--- config.mk ---
export PLATFORM = sky130hd
export DESIGN_NAME = latency_stats
export DESIGN_NICKNAME = d
export VERILOG_FILES = /design/src/rtl/latency_stats.sv
export SDC_FILE = /design/constraint.sdc
export NUM_CORES = 1
export LEC_CHECK = 0
export ABC_AREA = 1
export CAP_MARGIN = 20
export CORE_UTILIZATION = 52
export CTS_BUF_LIST = sky130_fd_sc_hd__clkbuf_8 sky130_fd_sc_hd__clkbuf_16
export DETAILED_ROUTE_END_ITERATION = 16
export PLACE_DENSITY = 0.77
export RECOVER_POWER = 25
export SYNTH_ARGS = -nofsm -noshare
export SYNTH_HDL_FRONTEND = slang
export SYNTH_SLANG_ARGS = --single-unit
--- constraint.sdc ---
create_clock -name clock -period 2 [get_ports clock]
set_input_delay 0.4 -clock clock [delete_from_list [all_inputs] [get_ports clock]]
set_output_delay 0.4 -clock clock [all_outputs]
set_load 0.02 [all_outputs]
--- src/rtl/latency_stats.sv ---
// Reaction-time meter: counts prescaled ticks from start to sensor_trigger, keeps min/max/windowed average.
// Capture lands one cycle after the trigger; no backpressure, all inputs and outputs are single-cycle pulses or levels.
module latency_stats #(
  parameter int CLOCK_DIVIDER = 27,
  parameter int COUNT_WIDTH   = 20,
  parameter int AVERAGE_BITS  = 4,
  parameter int WINDOW_MINMAX = 1
) (
  input  logic                   clock,
  input  logic                   reset,
  input  logic                   start,
  input  logic                   sensor_trigger,
  input  logic                   clear_stats,
  output logic [COUNT_WIDTH-1:0] current,
  output logic [COUNT_WIDTH-1:0] minimum,
  output logic [COUNT_WIDTH-1:0] maximum,
  output logic [COUNT_WIDTH-1:0] average,
  output logic                   sample_valid,
  output logic                   average_valid,
  output logic                   timeout,
  output logic                   armed
);

  localparam int PRE_W = $clog2(CLOCK_DIVIDER);
  localparam int ACC_W = COUNT_WIDTH + AVERAGE_BITS;
  localparam logic [COUNT_WIDTH-1:0] ALL_ONES = '1;
  localparam logic [COUNT_WIDTH-1:0] SAT_PREV = ALL_ONES - COUNT_WIDTH'(1);
  localparam logic [PRE_W-1:0]       PRE_LAST = PRE_W'(CLOCK_DIVIDER - 1);
  localparam logic [AVERAGE_BITS-1:0] WIN_LAST = '1;

  typedef enum logic {IDLE, ARMED} state_t;

  state_t                  state, next_state;
  logic [PRE_W-1:0]        prescaler;
  logic [COUNT_WIDTH-1:0]  elapsed;
  logic [ACC_W-1:0]        acc;
  logic [ACC_W-1:0]        sum;
  logic [AVERAGE_BITS-1:0] win_cnt;
  logic                    have_sample;
  logic                    tick, capture, saturate, accept, load_minmax;

  assign tick     = (prescaler == PRE_LAST);
  assign capture  = (state == ARMED) && sensor_trigger;
  // A trigger on the same edge as saturation still wins and is measured.
  assign saturate = (state == ARMED) && !sensor_trigger && tick && (elapsed == SAT_PREV);
  assign accept   = capture && !clear_stats;
  assign sum      = acc + ACC_W'(elapsed);
  assign load_minmax = !have_sample || ((WINDOW_MINMAX != 0) && (win_cnt == '0));
  assign armed    = (state == ARMED);

  always_ff @(posedge clock) begin
    if (reset) state <= IDLE;
    else       state <= next_state;
  end

  always_comb begin
    next_state = state;
    if (capture || saturate) next_state = IDLE;
    if (start)               next_state = ARMED;
  end

  always_ff @(posedge clock) begin
    if (reset || start) begin
      prescaler <= '0;
      elapsed   <= '0;
    end else if (state == ARMED) begin
      prescaler <= tick ? '0 : prescaler + PRE_W'(1);
      if (tick) elapsed <= elapsed + COUNT_WIDTH'(1);
    end
  end

  always_ff @(posedge clock) begin
    if (reset) begin
      current      <= ALL_ONES;
      sample_valid <= 1'b0;
      timeout      <= 1'b0;
    end else begin
      sample_valid <= capture;
      if (capture)       current <= elapsed;
      else if (saturate) current <= ALL_ONES;
      if (start)         timeout <= 1'b0;
      else if (saturate) timeout <= 1'b1;
    end
  end

  always_ff @(posedge clock) begin
    if (reset || clear_stats) begin
      minimum       <= ALL_ONES;
      maximum       <= '0;
      average       <= '0;
      average_valid <= 1'b0;
      acc           <= '0;
      win_cnt       <= '0;
      have_sample   <= 1'b0;
    end else if (accept) begin
      have_sample <= 1'b1;
      if (load_minmax || elapsed < minimum) minimum <= elapsed;
      if (load_minmax || elapsed > maximum) maximum <= elapsed;
      // Final sample of the window: publish the mean and start a fresh window.
      if (win_cnt == WIN_LAST) begin
        average       <= sum[ACC_W-1:AVERAGE_BITS];
        average_valid <= 1'b1;
        acc           <= '0;
        win_cnt       <= '0;
      end else begin
        acc     <= sum;
        win_cnt <= win_cnt + AVERAGE_BITS'(1);
      end
    end
  end

endmodule

# ---- After elaboration in Yosys (flattened, before gate mapping)
# Index checks and enable logic that the tools add are counted.
dict set report op_classes {
  add_sub_neg 4
  n_mux 7
  n_eq_ne 3
  magnitude_cmp 2
  n_reduce_logical 22
}
# operator n
set op_table {}
lappend op_table {{2-to-1 mux 20 bit} 2}
lappend op_table {{adder 24 x 20 -> 24 bit} 1}
lappend op_table {{2-to-1 mux 24 bit} 1}
lappend op_table {{adder 20 x 1 -> 20 bit, second input constant} 1}
lappend op_table {{equality test 20 bit, second input constant} 1}
lappend op_table {{> comparator 20 bit} 1}
lappend op_table {{less-than comparator 20 bit} 1}
lappend op_table {{AND reduction 2 bit} 4}
lappend op_table {{logical OR 1 bit} 6}
lappend op_table {{adder 5 x 1 -> 5 bit, second input constant} 1}
lappend op_table {{equality test 5 bit, second input constant} 1}
lappend op_table {{logical AND 1 bit} 5}
lappend op_table {{2-to-1 mux 5 bit} 1}
lappend op_table {{adder 4 x 1 -> 4 bit, second input constant} 1}
lappend op_table {{equality test 4 bit, second input constant} 1}
lappend op_table {{logical NOT 4 bit} 1}
lappend op_table {{2-to-1 mux 4 bit} 1}
lappend op_table {{nonzero test 2 bit} 2}
lappend op_table {{logical NOT 1 bit} 3}
lappend op_table {{2-to-1 mux 1 bit} 2}
lappend op_table {{OR reduction 2 bit} 1}
dict set report totals {
  output_inout_bits 84
  register_bits 138
  input_bits 5
  wordCells 51
}

# ---- Logic depth before layout (Yosys ltp)
dict set report logic_depth {
  depth_word 7
  depth_mapped 16
  depth_no_buf 15
}

# ---- Worst setup path before layout
# Ideal clock, no wire load.
dict set report synth_timing {
  path_kind {reg2reg}
  startpoint {register elapsed[1]}
  endpoint {register acc[16]}
  required_ns 1.868
  path_slack_ns 0.007
  path_stages_with_launch 12
  t_arrival_ns 1.861
  path_cell_list {dfxtp_1 > inv_1 > fa_1 > inv_1 > nand3_1 > nand2_1 > a21oi_1 > or2_2 > nand2_1 > nand2_1 > nand3_1 > a21oi_1}
}
dict set report synth_via {
  elab_chain_len 2
}
# item line
set synth_rtl {}
lappend synth_rtl {{start, declared} 35} ;# logic [COUNT_WIDTH-1:0] elapsed;
lappend synth_rtl {{start signal, assigned} 68} ;# if (tick) elapsed <= elapsed + COUNT_WIDTH'(1);
lappend synth_rtl {{adder 24 x 20 -> 24 bit} 47} ;# assign sum = acc + ACC_W'(elapsed);
lappend synth_rtl {{2-to-1 mux 24 bit} 100} ;# if (win_cnt == WIN_LAST) begin
lappend synth_rtl {{end signal, assigned} 106} ;# acc <= sum;
lappend synth_rtl {{end, declared} 36} ;# logic [ACC_W-1:0] acc;
# No other way between the ends.
# A chain may end at the register's enable or synchronous reset.

# ---- Final worst setup path
dict set report layout_timing {
  startpoint {register maximum[15]}
  endpoint {register maximum[18]}
}
dict set report layout_via {
  elab_chain_len 3
}
# item line
set layout_rtl {}
lappend layout_rtl {{start, declared} 16} ;# output logic [COUNT_WIDTH-1:0] maximum,
lappend layout_rtl {{start signal, assigned} 98} ;# if (load_minmax || elapsed > maximum) maximum <= elapsed;
lappend layout_rtl {{> comparator 20 bit} 98}
lappend layout_rtl {{logical OR 1 bit} 98}
lappend layout_rtl {{AND reduction 2 bit (no source line)} -}
# No other way between the ends.

==> results.md <==
- The peak per-stage delay on the critical path is 0.34 ns.
- In this run the number of H-tree levels came out at 4.
- Sequential elements use between 30% and 40% of the synthesized area.
- The most critical setup path has its startpoint at maximum[15]$_SDFFE_PP0P_.
- The via-per-instance ratio is around 5.6.
- Clock skew on the completed layout was measured at 0.007983 ns.
- The final antenna-violating net count is 0.
- The wire length of the first global-routing pass is between 30000 and 40000 µm.
- The total global routing track utilization is between 20% and 30%.
- The worst setup slack after layout is -0.09768 ns.
- The worst path arrival time is around 2.4 ns.
- The via count of the first global-routing pass is approximately 7700.
- No sink is reached through more buffers than the 2 on the longest clock path.
- The internal power is roughly 0.0052 W.
- The core region area is between 15000 and 20000 µm².
- The worst slew margin relative to its limit is ~57%.
- The later pin in the worst-skew pair is clocked with a latency of roughly 0.43 ns.
- The largest net degree at the start of global routing is 46.
- The fill cell total of the finished layout is approximately 1000.
- Setup violations remaining at the end of the flow were counted as 34.
- For this design, the sink count on the clock tree is about 140.
- The routed design could run at a clock period as short as about 2.1 ns.
- The cell leakage power is just over 5 nW.
- Power spread over the standard cell area amounts to 581.1 nW/µm².
- Dividing the synthesized area by the synthesized cell count gives between 6 and 7 µm².
- The layout cell share with drive strength beyond 1 is a little over a quarter.
- The total count of max-transition violations in the final report came to 0.
- The signed area change from the synthesized netlist to the final layout is 43.37%.
- Across the VDD grid, the largest voltage drop is roughly 0.00057 V.
- The worst hold path belongs to the class reg2reg.
- For this run, design rule violations remaining after detail routing come to 0.
- The switching portion of total power is around 23%.
- The startpoint identified for the worst hold timing path is average[14]$_SDFFE_PP0P_.
- The unique cell type count in the Yosys netlist is between 40 and 50.
- The multi-input gate area in the final layout is slightly above 5000 µm².
- The post-cts hold buffer count is 0.
- The largest fanout on the critical path is 13.
- Leaving out filler cells and counting taps, the final layout contains 1564.
- The checks that failed: setup timing.
- The die width is around 130 µm.
- The initial cell density of the core is between 50% and 60%.
- The final-report hold violation count came to 0.
- The root buffer cell is clkbuf_16.
- The clock share of power is about half.
- The floorplan step defined a die boundary enclosing ~16000 µm².
- Clock-pin slew was measured on the worst setup and hold paths at ~0.06 ns.
- The number of antenna violations at the first check in global routing is 0.
- In this run the cell area of the synthesized design comes to between 8000 and 9000 µm².
- The floorplan row count is between 40 and 50.
- The maximum achievable frequency is between 400 and 500 MHz.
- The startpoint-to-endpoint class of the critical path is reg2reg.
- The height of the chip is 126.2 µm.
- The post-DP HPWL is ~17000 µm.
- The number of optimization iterations in the first detailed-route pass is 6.
- In this run, the number of DRC markers left after iteration 0 of detailed routing was roughly 940.
- Setup repair after global routing could not meet its margin everywhere.
- STA puts the critical path data required time at 2.31 ns.
- Across all layers, the routed design uses roughly 9000 vias.
- Traced cell by cell, the critical path runs through inv_1, ha_1, nand2_2, nor2_2, nand2_2, nor2_2, nand4_1, nand2_2, nand2_4, buf_12, a21oi_1, nor2_1.
- By instance count, the cell type seen most on the critical path is nand2_2.
- The total chip power is around 0.0067 W.
- In this run, the combinational gates consume 7.0% of the power.
- The synthesized design contains around 140 register bits.
- The count of input and output buffers is just under 90.
- The switching power is about 0.0015 W.
- Across the run, the number of max-cap violations was 0.
- The worst register-to-register path begins at maximum[15]$_SDFFE_PP0P_.
- Dividing the final minimum period by the clock period gives 104.9%.
- At the pin with the least slew margin, the transition time is roughly 0.65 ns.
- The number of buffers added by the clock tree synthesis step is 17.
- The sequential cell area in the final layout is 2831 µm².
- The top-level port count is roughly 90.
- The total global routing overflow is 0.
- The Yosys step of the flow raised 0 warnings.
- TritonCTS built the clock tree.
- The largest individual stage delay along the critical path comes from the cell dfxtp_1.
- The final wirelength is around 27000 µm.
- The repair_antennas step left the layout with diodes totalling 0.
- The sequential power share is between 40% and 50%.
- When the netlist entered floorplanning its net count stood at around 1200.
- After detailed placement, the design holds a cell count of 1518.
- The routability congestion estimate is 0.9857.
- The worst setup path is launched from a register.
- The gate count after technology mapping is 1163.
- Dividing the detail-routed wire length by the instance count gives 17.20 µm.
- The final layout contains 1435 nets.
- The run finished, with violations left.
- The kind of capture point of the worst setup path is a register.
-- per-layer routing --
layer	vias up	share of wire, %	GRT usage [%]
met5	-	0	0
met4	0	5.1	15.59
met2	473	47	46.77
met3	108	8.1	5.650
li1	4147	-	-
met1	4087	40	38.96
-- flip-flops by register name, indices dropped and copies added, names as in the netlist --
name / flops
acc: 24
sample_valid: 1
elapsed: 20
current: 20
win_cnt: 4
timeout: 1
average_valid: 1
minimum: 20
average: 20
prescaler: 5
maximum: 20
armed: 1
have_sample: 1
-- power by group through the flow --
stage | Clock, W | Combinational [W] | Sequential (W)
final | 0.00341 | 0.000467 | 0.00281
after CTS | 0.00342 | 0.000425 | 0.00282
after detailed placement | 0 | 0.000420 | 0.00288
after floorplan | 0 | 0.000200 | 0.00292
after global routing | 0.00354 | 0.000500 | 0.00281
after global placement | 0 | 0.000412 | 0.00288
-- Yosys cell counts (all sizes together) --
cell / number / area [µm²]
nor3: 11 / 65.06
nand2: 295 / 1127
nand3b: 3 / 22.52
xor2: 9 / 78.83
buf: 22 / 121.4
inv: 172 / 645.6
o211ai: 1 / 7.510
a21o: 1 / 7.510
nor2: 106 / 445.4
nor4: 4 / 40.04
clkinv: 1 / 3.750
a21oi: 92 / 460.4
nand3: 117 / 595.6
clkbuf: 14 / 56.31
or2: 27 / 168.9
nand4: 16 / 100.1
a22o: 3 / 26.28
dfxtp: 138 / 2763
a31oi: 2 / 12.51
o21a: 3 / 22.52
a21boi: 1 / 7.510
o21bai: 3 / 22.52
and2: 1 / 6.260
o22ai: 20 / 181.4
o21ai: 26 / 130.1
xnor2: 5 / 43.79
a2bb2oi: 1 / 8.760
fa: 1 / 20.02
ha: 65 / 813.3
a211oi: 3 / 22.52
-- worst paths after layout --
check        slack (ns)  depth (start not counted)                        to
max                -0.1                         12  maximum[18]$_SDFFE_PP0P_
min                0.45                          2  average[14]$_SDFFE_PP0P_
max reg2reg        -0.1                         12  maximum[18]$_SDFFE_PP0P_
min reg2reg        0.45                          2  average[14]$_SDFFE_PP0P_
-- metrics by stage --
| stage | utilization (%) | TNS (ns) | hold WS (ns) | setup WS (ns) | area, µm² |
|---|---|---|---|---|---|
| 6_report | 75.98 | -1.170 | 0.4509 | -0.09768 | 11510 |
| 5_1_grt | 75.98 | -5.785 | 0.4701 | -0.1857 | 11510 |
| 2_1_floorplan | - | 0 | 0.4116 | 0.006630 | 8026 |
| 3_3_place_gp | 65.45 | -1.808 | 0.4273 | -0.1245 | 9913 |
| 3_5_place_dp | 65.45 | -3.021 | 0.4395 | -0.1719 | 9913 |
| 4_1_cts | 69.91 | 0 | 0.4514 | 0.007755 | 10590 |
-- area by class of cell --
| cell class | count | share of cell area (%) |
|---|---|---|
| inverters | 173 | 5.643 |
| repair buffers | 218 | 18.08 |
| well taps | 188 | 2.044 |
| multi-input cells | 816 | 44.11 |
| clock inverters | 11 | 1.457 |
| flip-flops and latches | 138 | 24.61 |
| clock buffers | 20 | 4.056 |
-- layout by cell type, fill, tap and decap left out, types with 11 or more instances in the layout --
cell             instances
a21oi_1                 77
a21oi_2                 14
buf_4                  108
clkbuf_16               23
clkdlybuf4s50_1         87
dfxtp_1                105
dfxtp_2                 22
dfxtp_4                 11
ha_1                    37
ha_4                    25
inv_1                  161
inv_2                   11
nand2_1                255
nand2_2                 30
nand3_1                106
nand3_2                 11
nand4_1                 16
nor2_1                  82
nor2_2                  17
o21ai_0                 24
o22ai_1                 11
or2_2                   27
-- kinds of logic after synthesis --
kind of cell | after synthesis | synth area share, %
buffers and inverters | 209 | 10.30
AOI/OAI and AO/OA | 156 | 11.33
xor gates and xnor gates | 14 | 1.528
and+or+nand+nor | 580 | 32.03
DFF | 138 | 34.42
adders and majority gates | 66 | 10.38
-- worst max-delay path: cells and delay by family (launching register included) --
kind	cells	cell delay, ns
and+or+nand+nor	8	0.84
DFF	1	0.34
adders and majority gates	1	0.33
buffers and inverters	2	0.27
AOI/OAI and AO/OA	1	0.18
-- repair_timing --
item | in CTS | in global routing
endpoints found under the setup margin | 63 | 76
setup buffers | 0 | 6
gates cloned | 0 | 9
gates resized for setup | 19 | 166
pin swaps | 2 | 43
No activity file was read; power rests on OpenSTA's default activity.
==> RTL change: new RTL, same flow settings <==
Set the parameter `COUNT_WIDTH` to 18 (it was 20).
--- a/src/rtl/latency_stats.sv
+++ b/src/rtl/latency_stats.sv
@@ -3,5 +3,5 @@
 module latency_stats #(
   parameter int CLOCK_DIVIDER = 27,
-  parameter int COUNT_WIDTH   = 20,
+  parameter int COUNT_WIDTH   = 18,
   parameter int AVERAGE_BITS  = 4,
   parameter int WINDOW_MINMAX = 1
Ports: changed (resized average, current, maximum and minimum); port bits go from 89 to 81. No check against the original RTL was run, so the function may have changed too.
==> RTL change against the original RTL <==
Sequential cell count is 12 lower; non-clock buffer count is 31 lower; first-iteration DRC count is 8.9% lower; sequential power is 8.2% lower; wire length is 17% lower; design area is 13% lower; setup slack better by 0.12 ns; total power is 6.9% lower; area after synthesis is 11% lower; worst hold slack worse by 0.0044 ns; critical path type unchanged.
==> RTL change: results (changes against the original RTL) <==
[metrics] aggregate negative setup slack: 0 ns (was -1.17 ns)
[metrics] depth of the worst register-to-register path: 13 (was 12)
[metrics] fraction of final layout cells sized beyond drive strength 1: 0.226 (was 0.266)
[metrics] Nets: 1275 (was 1435)
[metrics] Max Fanout on Critical Path: 5 (was 13)
[metrics] worst relative slew slack: 0.752 (was 0.570)
[metrics] reported net switching power: 1480 uW (was 1530 uW)
[metrics] maximum number of pins on one net before global-route repair: 37 (was 46)
[metrics] sequential fraction of the synthesis area: 0.352 (was 0.344)
[metrics] placed cells: 1355 (was 1518)
[metrics] last weighted congestion value of the routability-driven placer: 0.976 (was 0.986)
[metrics] reg2reg start: maximum[5] (was maximum[15])
[metrics] critical path data arrival time: 2.30 ns (was 2.41 ns)
[metrics] cells taking the most area after synthesis: sky130_fd_sc_hd__dfxtp_1 (35%), sky130_fd_sc_hd__nand2_1 (13%), sky130_fd_sc_hd__ha_1 (10%), sky130_fd_sc_hd__inv_1 (7.4%), sky130_fd_sc_hd__nand3_1 (7.0%) (was sky130_fd_sc_hd__dfxtp_1 (34%), sky130_fd_sc_hd__nand2_1 (14%), sky130_fd_sc_hd__ha_1 (10%), sky130_fd_sc_hd__inv_1 (7.7%), sky130_fd_sc_hd__nand3_1 (7.2%))
[metrics] Overall Global Routing Usage: 0.299 (was 0.298)
[metrics] RR Endpoint: maximum[15] (was maximum[18])
[metrics] Post-synth top cells: sky130_fd_sc_hd__nand2_1 (254), sky130_fd_sc_hd__inv_1 (142), sky130_fd_sc_hd__dfxtp_1 (126) (was sky130_fd_sc_hd__nand2_1 (289), sky130_fd_sc_hd__inv_1 (164), sky130_fd_sc_hd__dfxtp_1 (138))
[metrics] distinct cell type count after synthesis: 46 (was 43)
[metrics] result of the run: finished clean (was finished, violations left)
[metrics] average instance area after synthesis: 6.95 sq um (was 6.90 sq um)
[metrics] Avg Vias per Cell: 5.47 (was 5.64)
[metrics] number of resized instances in the post-cts repair step: 8 (was 19)
[metrics] min-delay src: average[10] (was average[14])
[metrics] r2r setup slk: 0.02 ns (was -0.1 ns)
[metrics] number of flip-flops in the largest register: 22 (was 24)
[metrics] routed len/inst: 15.9 um (was 17.2 um)
[metrics] first-pass GRT wire length: 33.4 mm (was 37.3 mm)
[metrics] Pre-antenna DRT Iters: 7 (was 6)
[metrics] vias in the first global route: 6810 (was 7652)
[metrics] net count after synthesis: 1097 (was 1234)
[metrics] largest stage delay on the critical path: 0.37 ns (was 0.34 ns)
[RTL change: changes by cell type after synthesis, sizes merged, moves of 5 or more]
cell | unedited run | this run
ha | 65 | 59
nand4 | 16 | 10
dfxtp | 138 | 126
nand3 | 117 | 102
nand2 | 295 | 262
nand3b | 3 | 8
o21ai | 26 | 31
buf | 22 | 17
nor2 | 106 | 87
a21oi | 92 | 84
inv | 172 | 146
[RTL change: layer usage]
layer	vias up	track usage	wire [um]	share of wire
li1	3724	-	-	-
met1	3491	0.397	9790	0.44
met2	357	0.460	9820	0.44
met3	85	0.0627	1660	0.075
met4	0	0.149	943	0.042
met5	-	0	0	0
[RTL change: worst max-delay path by stage]
stage               slack (ns)  depth (start not counted)          end
detailed placement       -0.09                         10       acc[8]
floorplan                 0.03                          9       acc[8]
CTS                      -0.03                         10       acc[8]
global placement         -0.02                         10       acc[8]
finish                    0.02                         13  maximum[15]
global route              -0.1                         11   minimum[5]
[RTL change: power groups by stage]
stage	clock [uW]	sequential, uW	combinational, uW
after floorplan	0	2680	191
after global placement	0	2640	390
after detailed placement	0	2640	396
after CTS	3240	2580	401
after global routing	3360	2580	458
final	3220	2580	423
[RTL change: stage by stage]
| step | hold slack (ns) | util | setup WS (ns) |
|---|---|---|---|
| after floorplan | 0.412 | - | 0.0267 |
| after global placement | 0.427 | 0.661 | -0.0188 |
| after detailed placement | 0.438 | 0.661 | -0.0903 |
| after CTS | 0.451 | 0.708 | -0.0327 |
| after global routing | 0.469 | 0.748 | -0.0959 |
| final | 0.447 | 0.748 | 0.0188 |
[RTL change: cell type report]
class | count | area share
clock buffers | 19 | 0.0454
clock inverters | 13 | 0.0163
inverters | 147 | 0.0553
multi-input cells | 731 | 0.434
flip-flops and latches | 126 | 0.258
well taps | 176 | 0.0221
repair buffers | 187 | 0.169
[RTL change: cell families after synthesis]
family / Yosys count / synth area share
buf+inv: 175 / 0.0968
compound gates: 146 / 0.109
fa+ha+maj: 60 / 0.106
flops: 126 / 0.352
xor+xnor: 9 / 0.0110
simple gates: 516 / 0.326
[RTL change: worst reg2reg max path: stages (launching register included)]
cell and delay, ns:
sky130_fd_sc_hd__dfxtp_1 0.37, sky130_fd_sc_hd__inv_1 0.09, sky130_fd_sc_hd__ha_4 0.25, sky130_fd_sc_hd__a21oi_1 0.17, sky130_fd_sc_hd__nand2_1 0.09, sky130_fd_sc_hd__nand2_1 0.07
sky130_fd_sc_hd__nand2_1 0.05, sky130_fd_sc_hd__nand2_1 0.06, sky130_fd_sc_hd__nand3_1 0.08, sky130_fd_sc_hd__nand2_2 0.09, sky130_fd_sc_hd__nand2_4 0.09, sky130_fd_sc_hd__buf_4 0.16
sky130_fd_sc_hd__a21oi_1 0.20, sky130_fd_sc_hd__nor2_1 0.09
